**config.mk**
```make
export PLATFORM = sky130hd
export DESIGN_NAME = freq_gate_ctrl
export DESIGN_NICKNAME = d
export VERILOG_FILES = /design/src/rtl/freq_meter_pkg.sv /design/src/rtl/freq_gate_ctrl_sync_2ff.sv /design/src/rtl/freq_gate_ctrl.sv
export SDC_FILE = /design/constraint.sdc
export NUM_CORES = 1
export LEC_CHECK = 0
export ABC_AREA = 1
export CAP_MARGIN = 20
export CORE_ASPECT_RATIO = 0.7
export CORE_MARGIN = 10
export CORE_UTILIZATION = 55
export CTS_CLUSTER_DIAMETER = 80
export DETAILED_ROUTE_END_ITERATION = 12
export GPL_TIMING_DRIVEN = 0
export PLACE_DENSITY_LB_ADDON = 0.15
export RECOVER_POWER = 50
export SLEW_MARGIN = 20
export SYNTH_ARGS = -nofsm -noshare
export SYNTH_HDL_FRONTEND = slang
export SYNTH_SLANG_ARGS = --single-unit
```
**constraint.sdc**
```tcl
create_clock -name clk -period 2.7 [get_ports clk]
set_clock_uncertainty 0.1 [all_clocks]
set_input_delay 0.27 -clock clk [delete_from_list [all_inputs] [get_ports clk]]
set_output_delay 0.27 -clock clk [all_outputs]
set_load 0.005 [all_outputs]
```
**src/rtl/freq_meter_pkg.sv**
```systemverilog
// Shared types and helpers for the frequency-meter gate controller.
// Holds the FSM state encoding, the BCD digit limit and the gate-length calculation.
package freq_meter_pkg;

    typedef enum logic [2:0] {
        IDLE   = 3'd0,
        GATE   = 3'd1,
        SETTLE = 3'd2,
        LATCH  = 3'd3,
        CLEAR  = 3'd4
    } state_t;

    localparam logic [3:0] BCD_MAX = 4'd9;

    // Gate window length in clk cycles; divide first so large CLK_HZ cannot overflow int.
    function automatic int gate_cycles(input int clk_hz, input int gate_ms);
        return (clk_hz / 1000) * gate_ms;
    endfunction

endpackage

```
**src/rtl/freq_gate_ctrl_sync_2ff.sv**
```systemverilog
// Two-flop synchroniser for a single level signal; clears on synchronous reset.
module sync_2ff (
    input  logic clk,
    input  logic rst,
    input  logic d,
    output logic q
);

    logic meta_q, meta_d;
    logic sync_q, sync_d;

    always_comb begin
        meta_d = d;
        sync_d = meta_q;
    end

    always_ff @(posedge clk) begin
        if (rst) begin
            meta_q <= 1'b0;
            sync_q <= 1'b0;
        end else begin
            meta_q <= meta_d;
            sync_q <= sync_d;
        end
    end

    assign q = sync_q;

endmodule

```
**src/rtl/freq_gate_ctrl.sv**
```systemverilog
// Gate/clear sequencer for the BCD counter chain: times the gate window, waits for the
// counters to settle, latches count and flags into a held result, then clears the chain.
module freq_gate_ctrl
    import freq_meter_pkg::*;
#(
    parameter int CLK_HZ     = 50_000_000,
    parameter int GATE_MS    = 1000,
    parameter int DIGITS     = 6,
    parameter int SETTLE_CYC = 4,
    parameter int CLEAR_CYC  = 4
) (
    input  logic                  clk,
    input  logic                  rst,
    input  logic                  run,
    input  logic [4*DIGITS-1:0]   bcd_in,
    input  logic                  ovf_in,
    output logic                  gate_en,
    output logic                  cnt_clear,
    output logic                  busy,
    output logic [4*DIGITS-1:0]   result,
    output logic                  result_valid,
    output logic                  overflow,
    output logic                  bcd_err
);

    localparam int GATE_CYC = gate_cycles(CLK_HZ, GATE_MS);
    localparam int MAX_GS   = (GATE_CYC > SETTLE_CYC) ? GATE_CYC : SETTLE_CYC;
    localparam int MAX_CYC  = (MAX_GS > CLEAR_CYC) ? MAX_GS : CLEAR_CYC;
    localparam int TMR_W    = $clog2(MAX_CYC + 1);

    // The timer is loaded with N-1 on entry so a state lasts exactly N cycles.
    localparam logic [TMR_W-1:0] GATE_LOAD   = TMR_W'(GATE_CYC - 1);
    localparam logic [TMR_W-1:0] SETTLE_LOAD = TMR_W'(SETTLE_CYC - 1);
    localparam logic [TMR_W-1:0] CLEAR_LOAD  = TMR_W'(CLEAR_CYC - 1);
    localparam logic [TMR_W-1:0] TMR_ONE     = TMR_W'(1);

    if (GATE_CYC < 1) begin : g_bad_gate
        $error("freq_gate_ctrl: GATE_CYC evaluates to 0");
    end
    if (SETTLE_CYC < 1 || CLEAR_CYC < 1) begin : g_bad_phase
        $error("freq_gate_ctrl: SETTLE_CYC and CLEAR_CYC must be at least 1");
    end

    state_t               state_q, state_d;
    logic [TMR_W-1:0]     timer_q, timer_d;
    logic                 gate_en_q, gate_en_d;
    logic                 cnt_clear_q, cnt_clear_d;
    logic                 busy_q, busy_d;
    logic [4*DIGITS-1:0]  result_q, result_d;
    logic                 result_valid_q, result_valid_d;
    logic                 overflow_q, overflow_d;
    logic                 bcd_err_q, bcd_err_d;
    logic                 ovf_sync;
    logic                 digit_err;

    sync_2ff u_ovf_sync (
        .clk (clk),
        .rst (rst),
        .d   (ovf_in),
        .q   (ovf_sync)
    );

    // NOTE: every flop is written with <= so all registers update from the same pre-edge values.
    always_ff @(posedge clk) begin
        if (rst) begin
            state_q        <= IDLE;
            timer_q        <= '0;
            gate_en_q      <= 1'b0;
            cnt_clear_q    <= 1'b1;
            busy_q         <= 1'b0;
            result_q       <= '0;
            result_valid_q <= 1'b0;
            overflow_q     <= 1'b0;
            bcd_err_q      <= 1'b0;
        end else begin
            state_q        <= state_d;
            timer_q        <= timer_d;
            gate_en_q      <= gate_en_d;
            cnt_clear_q    <= cnt_clear_d;
            busy_q         <= busy_d;
            result_q       <= result_d;
            result_valid_q <= result_valid_d;
            overflow_q     <= overflow_d;
            bcd_err_q      <= bcd_err_d;
        end
    end

    // NOTE: hold values are assigned first so no path through the case can infer a latch.
    always_comb begin
        state_d = state_q;
        timer_d = timer_q;
        case (state_q)
            IDLE: begin
                if (run) begin
                    state_d = GATE;
                    timer_d = GATE_LOAD;
                end
            end
            GATE: begin
                if (timer_q == '0) begin
                    state_d = SETTLE;
                    timer_d = SETTLE_LOAD;
                end else begin
                    timer_d = timer_q - TMR_ONE;
                end
            end
            SETTLE: begin
                if (timer_q == '0) begin
                    state_d = LATCH;
                    timer_d = '0;
                end else begin
                    timer_d = timer_q - TMR_ONE;
                end
            end
            LATCH: begin
                state_d = CLEAR;
                timer_d = CLEAR_LOAD;
            end
            CLEAR: begin
                if (timer_q == '0) begin
                    state_d = run ? GATE : IDLE;
                    timer_d = run ? GATE_LOAD : '0;
                end else begin
                    timer_d = timer_q - TMR_ONE;
                end
            end
            default: begin
                state_d = IDLE;
                timer_d = '0;
            end
        endcase
    end

    always_comb begin
        digit_err = 1'b0;
        for (int i = 0; i < DIGITS; i++) begin
            if (bcd_in[4*i +: 4] > BCD_MAX) digit_err = 1'b1;
        end
    end

    // Decoding from the next state keeps gate_en/cnt_clear registered yet aligned with the state.
    always_comb begin
        gate_en_d      = (state_d == GATE);
        cnt_clear_d    = (state_d == IDLE) || (state_d == CLEAR);
        busy_d         = (state_d != IDLE);
        result_d       = result_q;
        overflow_d     = overflow_q;
        bcd_err_d      = bcd_err_q;
        result_valid_d = 1'b0;
        if (state_q == LATCH) begin
            result_d       = bcd_in;
            overflow_d     = ovf_sync;
            bcd_err_d      = digit_err;
            result_valid_d = 1'b1;
        end
    end

    assign gate_en      = gate_en_q;
    assign cnt_clear    = cnt_clear_q;
    assign busy         = busy_q;
    assign result       = result_q;
    assign result_valid = result_valid_q;
    assign overflow     = overflow_q;
    assign bcd_err      = bcd_err_q;

endmodule

```
Word-level counts from Yosys, hierarchy flattened
Cells that the tools add are included.

Shifts and indexed selects: 0. Div/mod/pow operators: 0. Bitwise logic cells: 0. Equal/unequal tests: 7. Add/sub/neg operators: 1. Reduce and logical (&&, ||, !) cells: 5. Muxes and demuxes: 19. Multipliers: 0. Magnitude comparators: 6.

Operators with widths (number): $mux W26 (5); $pmux W26 S5 (1); $logic_not A26 Y1 (1); $sub A26 B1 Y26 const B (1); $gt A4 B4 Y1 const B (6); $pmux W3 S5 (1); $mux W3 (4); $mux W1 (8); $eq A3 B1 Y1 const B (2); $eq A3 B2 Y1 const B (2); $eq A3 B3 Y1 const B (2); $logic_not A3 Y1 (2); $reduce_bool A3 Y1 (1); $ne A2 B2 Y1 const B (1); $logic_or A1 B1 Y1 (1).

Bits in read-only memories: 0. Bits in latches: 0. Output and inout bits: 30. Memories: 0. Register bits: 61. Bits in writable memories: 0.

Depth between registers and ports, before layout
Gate-level depths: netlist of run 1.

Depth in word-level cells: 7. Depth in mapped cells: 14.

Hierarchy
A second synthesis of run 1 with hierarchy kept.

Cells, all modules: 450. Area total of the unflattened synthesis: 3021.6 µm².

By module, submodules not included: freq_gate_ctrl (times used 1, cells an instance 444, area an instance 2966.6 µm²); sync_2ff (times used 1, cells an instance 6, area an instance 55.1 µm²).

Worst setup path before layout of run 1
Ideal clock, no wire load.

Path kind: register to register. Start: register timer_q[0]. End: register timer_q[5]. Buffers on the path: 1. Library setup time: 0.132 ns. Data arrival time: 1.568 ns. Slack: 0.900 ns. Cell stages (with the launch flop): 15. Path through: dfxtp_1 > inv_1 > ha_1 > nand2_2 > nor2_4 > nand2_4 > nor2_8 > nor2_2 > nor2_4 > nand2_2 > buf_6 > nand2_2 > nand2_1 > nand2_1 > a21oi_1.

Longest elaborated chain between the ends: 3. Elaborated cells on any way between the ends: 6. Classes of those cells: add/sub (1); mux (4); reduce/logical (1).

RTL lines: start, declared (RTL line freq_gate_ctrl.sv:45) `logic [TMR_W-1:0] timer_q, timer_d;`; start signal, assigned (RTL line freq_gate_ctrl.sv:77) `timer_q <= timer_d;`; $sub A26 B1 Y26 or $logic_not A26 Y1 (tied branches); $mux W26, on equally long branches (RTL line freq_gate_ctrl.sv:120, freq_gate_ctrl.sv:100, freq_gate_ctrl.sv:108); $pmux W26 S5 * (RTL line freq_gate_ctrl.sv:92) `case (state_q)`.

Mark *: on every way between the ends. The rest lies on a longest branch, timed or not. A chain may end at the register's enable or synchronous reset.

Final worst setup path of run 1
Start: register timer_q[0]. End: register timer_q[3].

Same word-level chain as after synthesis.

==> out/qor.yml, run 1 <==
sta:
  hold_violations: 0
  slew_headroom_pct: 30.80
  setup-violations-final: 0
  max_slew.worst_pin.slew_ns: 1.030
  rsz0062_at_grt: "no"
  fin_tns_setup_ns: 0
  min_period_over_period_pct: 85.49
  max_freq_ghz: 0.4332
  fin_crit_ns: 2.308
  drv_slew: 0
detailed_routing:
  vias_per_cell: 5.275
  drc: 0
  ant_nets: 0
  first_pass_iters: 6
  routedWlPerCell_um: 14.50
  routed_wl_um: 8761
  first_iter_violations: 267
  via_count: 3186
clock_network:
  numCtsBuffers: 9
  root_buffer: "clkbuf_8"
  post_cts_buffers: 0
  cts.htree.levels: 3
  clock-sinks: 61
  post_cts_resize_count: 0
  hold_buffers: 0
  cts_tree: "yes"
  worstSkewPairLatency_ns: 0.35
  clkSlewWorstSetupHoldPaths_ns: 0.07
  ctsLongestPathBuffers: 2
synthesis:
  async_reset_ff_share_pct: 0
  synthFlopType: "dfxtp_1"
  ys_seq_area_share_pct: 39.76
  yosysWarnings: 0
  ys_types: 32
  synthesis.area_um2: 3072
  synth_area_per_cell_um2: 6.663
  synth_edf_count: 0
  syn-num-nets: 490
  syn_inst: 461
  ys_ff_latch: 61
global_routing:
  grt_start_max_net_pins: 11
  grt.total_usage_pct: 20.35
  grt_overflow: 0
  antenna_found_initial: 0
  grt_pass1_wl_um: 14390
  grt_pass1_vias: 2960
outcome:
  status: "completed"
setup_path:
  crit_fanout: 10
  arrival_ns: 2.44
  required_ns: 2.83
  worstReg2RegStart: "timer_q[0]"
  path_class: "reg2reg"
  worstReg2RegEnd: "timer_q[3]"
  r2r_setup_slack_ns: 0.39
  critPathCaptureType: "register"
  startpoint_type: "register"
  rr_worst_depth: 14
floorplanning:
  row_count: 22
  pin_count: 58
  core_um2: 5313
  chipHeight_um: 82.53
  start_util_pct: 57.82
  die_w_um: 109.3
  dieArea_um2: 9022
worst_hold_path:
  hold-path-endpoint: "timer_q[21]"
  hp-start: "rst"
  hold_class: "in2reg"
  holdPathStages: 2
placement:
  dpl-instance-area_um2: 3722
  hpwl_um: 6614
  globalplace.congestion: 0.9612
  io_buffers: 56
power_and_ir_drop:
  powerDensity_nw_per_um2: 552.1
  ir_drop_v: 0.0003290
  leakagePower_nw: 1.861
job:
  cap_viol_max_count: 0
cells_and_area:
  nets: 557
  post-route-util_pct: 73.58
  layout-drive-gt1-share_pct: 9.023
  area_delta_synth_final_pct: 27.25
  n_antenna_cell: 0
  finish.instance_area_um2: 3909
==> metal layers <==
layer | GRT usage, % | wire length, um
met3 | 7.425 | 738
met5 | 0 | 0
met1 | 25.28 | 3906
met2 | 31.83 | 3972
met4 | 7.642 | 144
==> worst max-delay path by stage <==
stage | slack (ns) | to | from | cells after the start
after global placement | 0.63 | timer_q[3] | timer_q[0] | 10
after floorplan | 0.90 | timer_q[5] | timer_q[0] | 14
after global routing | 0.17 | overflow | state_q[1] | 6
final | 0.39 | timer_q[3] | timer_q[0] | 14
after CTS | 0.51 | timer_q[3] | timer_q[0] | 10
after detailed placement | 0.54 | timer_q[19] | timer_q[0] | 10
==> sequential cells by signal (all words and copies together), names as in the netlist <==
| signal | count |
|---|---|
| u_ovf_sync.q | 1 |
| cnt_clear | 1 |
| timer_q | 26 |
| state_q | 3 |
| u_ovf_sync.meta_q | 1 |
| busy | 1 |
| result_valid | 1 |
| result | 24 |
| overflow | 1 |
| bcd_err | 1 |
| gate_en | 1 |
==> power breakdown <==
group | internal, W | switching (W)
clock | 0.000468 | 0.000363
sequential | 0.000934 | 0.0000365
combinational | 0.000140 | 0.000217
total | 0.00154 | 0.000617
==> area by class of cell <==
| cell class | count | area (um^2) |
|---|---|---|
| sequential | 61 | 1221 |
| clock buffer | 11 | 151.4 |
| inverter | 38 | 142.6 |
| tap | 72 | 90.09 |
| clock inverter | 4 | 47.55 |
| buffer | 14 | 65.06 |
| timing repair buffer | 56 | 560.5 |
| fill | 442 | 1404 |
| multi-input combinational | 348 | 1630 |
==> cell families (layout without fill, tap and decap cells) <==
| group | after synthesis | after routing | synth area share [%] |
|---|---|---|---|
| buffers and inverters | 52 | 123 | 6.761 |
| xor gates and xnor gates | 16 | 16 | 4.562 |
| DFF | 61 | 61 | 39.76 |
| AOI/OAI and AO/OA | 58 | 58 | 10.06 |
| adders and majority gates | 1 | 1 | 0.4073 |
| and+or+nand+nor | 273 | 273 | 38.45 |
==> critical path, stage by stage, from the launching register on <==
cell	delay, ns
dfxtp_1	0.33
inv_1	0.08
ha_1	0.20
nand2_2	0.13
nor2_1	0.37
nand2_4	0.12
nor2_8	0.17
nor2_2	0.07
nor2_4	0.09
nand2_2	0.07
buf_6	0.17
nand2_2	0.06
nand2_1	0.06
nand2_1	0.10
a21oi_1	0.06
==> synthesized netlist by cell type (2+ instances only) <==
library cell	count	area share [%]
nand2_1	111	14
nor2_1	108	13
dfxtp_1	61	40
inv_1	34	4.2
o21ai_0	29	4.7
a21oi_1	22	3.6
nand2_2	11	2.2
nand3_1	11	1.8
clkbuf_1	9	1.1
nor3_1	9	1.5
xor2_1	9	2.6
nor2_2	7	1.4
xnor2_1	7	2.0
buf_2	4	0.65
inv_2	4	0.49
nand3b_1	3	0.73
nand4_1	3	0.61
nor2_4	3	1.1
nand2_4	2	0.73
o21ai_1	2	0.33
==> stage by stage <==
step	std cells	setup WS, ns	hold WS [ns]	power (W)
3_5_place_dp	589	0.5382	0.3061	0.001342
6_report	604	0.3918	0.2095	0.002158
3_3_place_gp	589	0.6260	0.2929	0.001329
5_1_grt	604	0.1733	0.2369	0.002251
4_1_cts	604	0.5126	0.1896	0.002166
2_1_floorplan	461	0.9000	0.2770	0.001226
==> placed cells by master, fill, tap and decap left out, types with 3 or more instances in the layout <==
cell type and count:
clkbuf_1 9, xnor2_1 7, xor2_1 9, nand3b_1 3, nand3_1 11, buf_2 4
inv_1 35, nor3_1 10, nor2_1 109, a21oi_1 22, nand2_2 11, nand4_1 3
nand2_1 111, o21ai_0 29, dlygate4sd3_1 30, inv_2 3, nor2_2 7, clkdlybuf4s50_1 26
clkbuf_8 11, dfxtp_1 61
(Power assumes the default switching activity.)
==> run 2: changes to the inputs <==
--- a/config.mk
+++ b/config.mk
@@ -11,6 +11,7 @@
 export CORE_MARGIN = 10
 export CORE_UTILIZATION = 55
 export CTS_CLUSTER_DIAMETER = 80
+export CTS_CLUSTER_SIZE = 28
 export DETAILED_ROUTE_END_ITERATION = 12
 export GPL_TIMING_DRIVEN = 0
 export PLACE_DENSITY_LB_ADDON = 0.15
==> results of run 2 <==
Same layout as run 1: the final DEF is identical, and so are final timing and power.
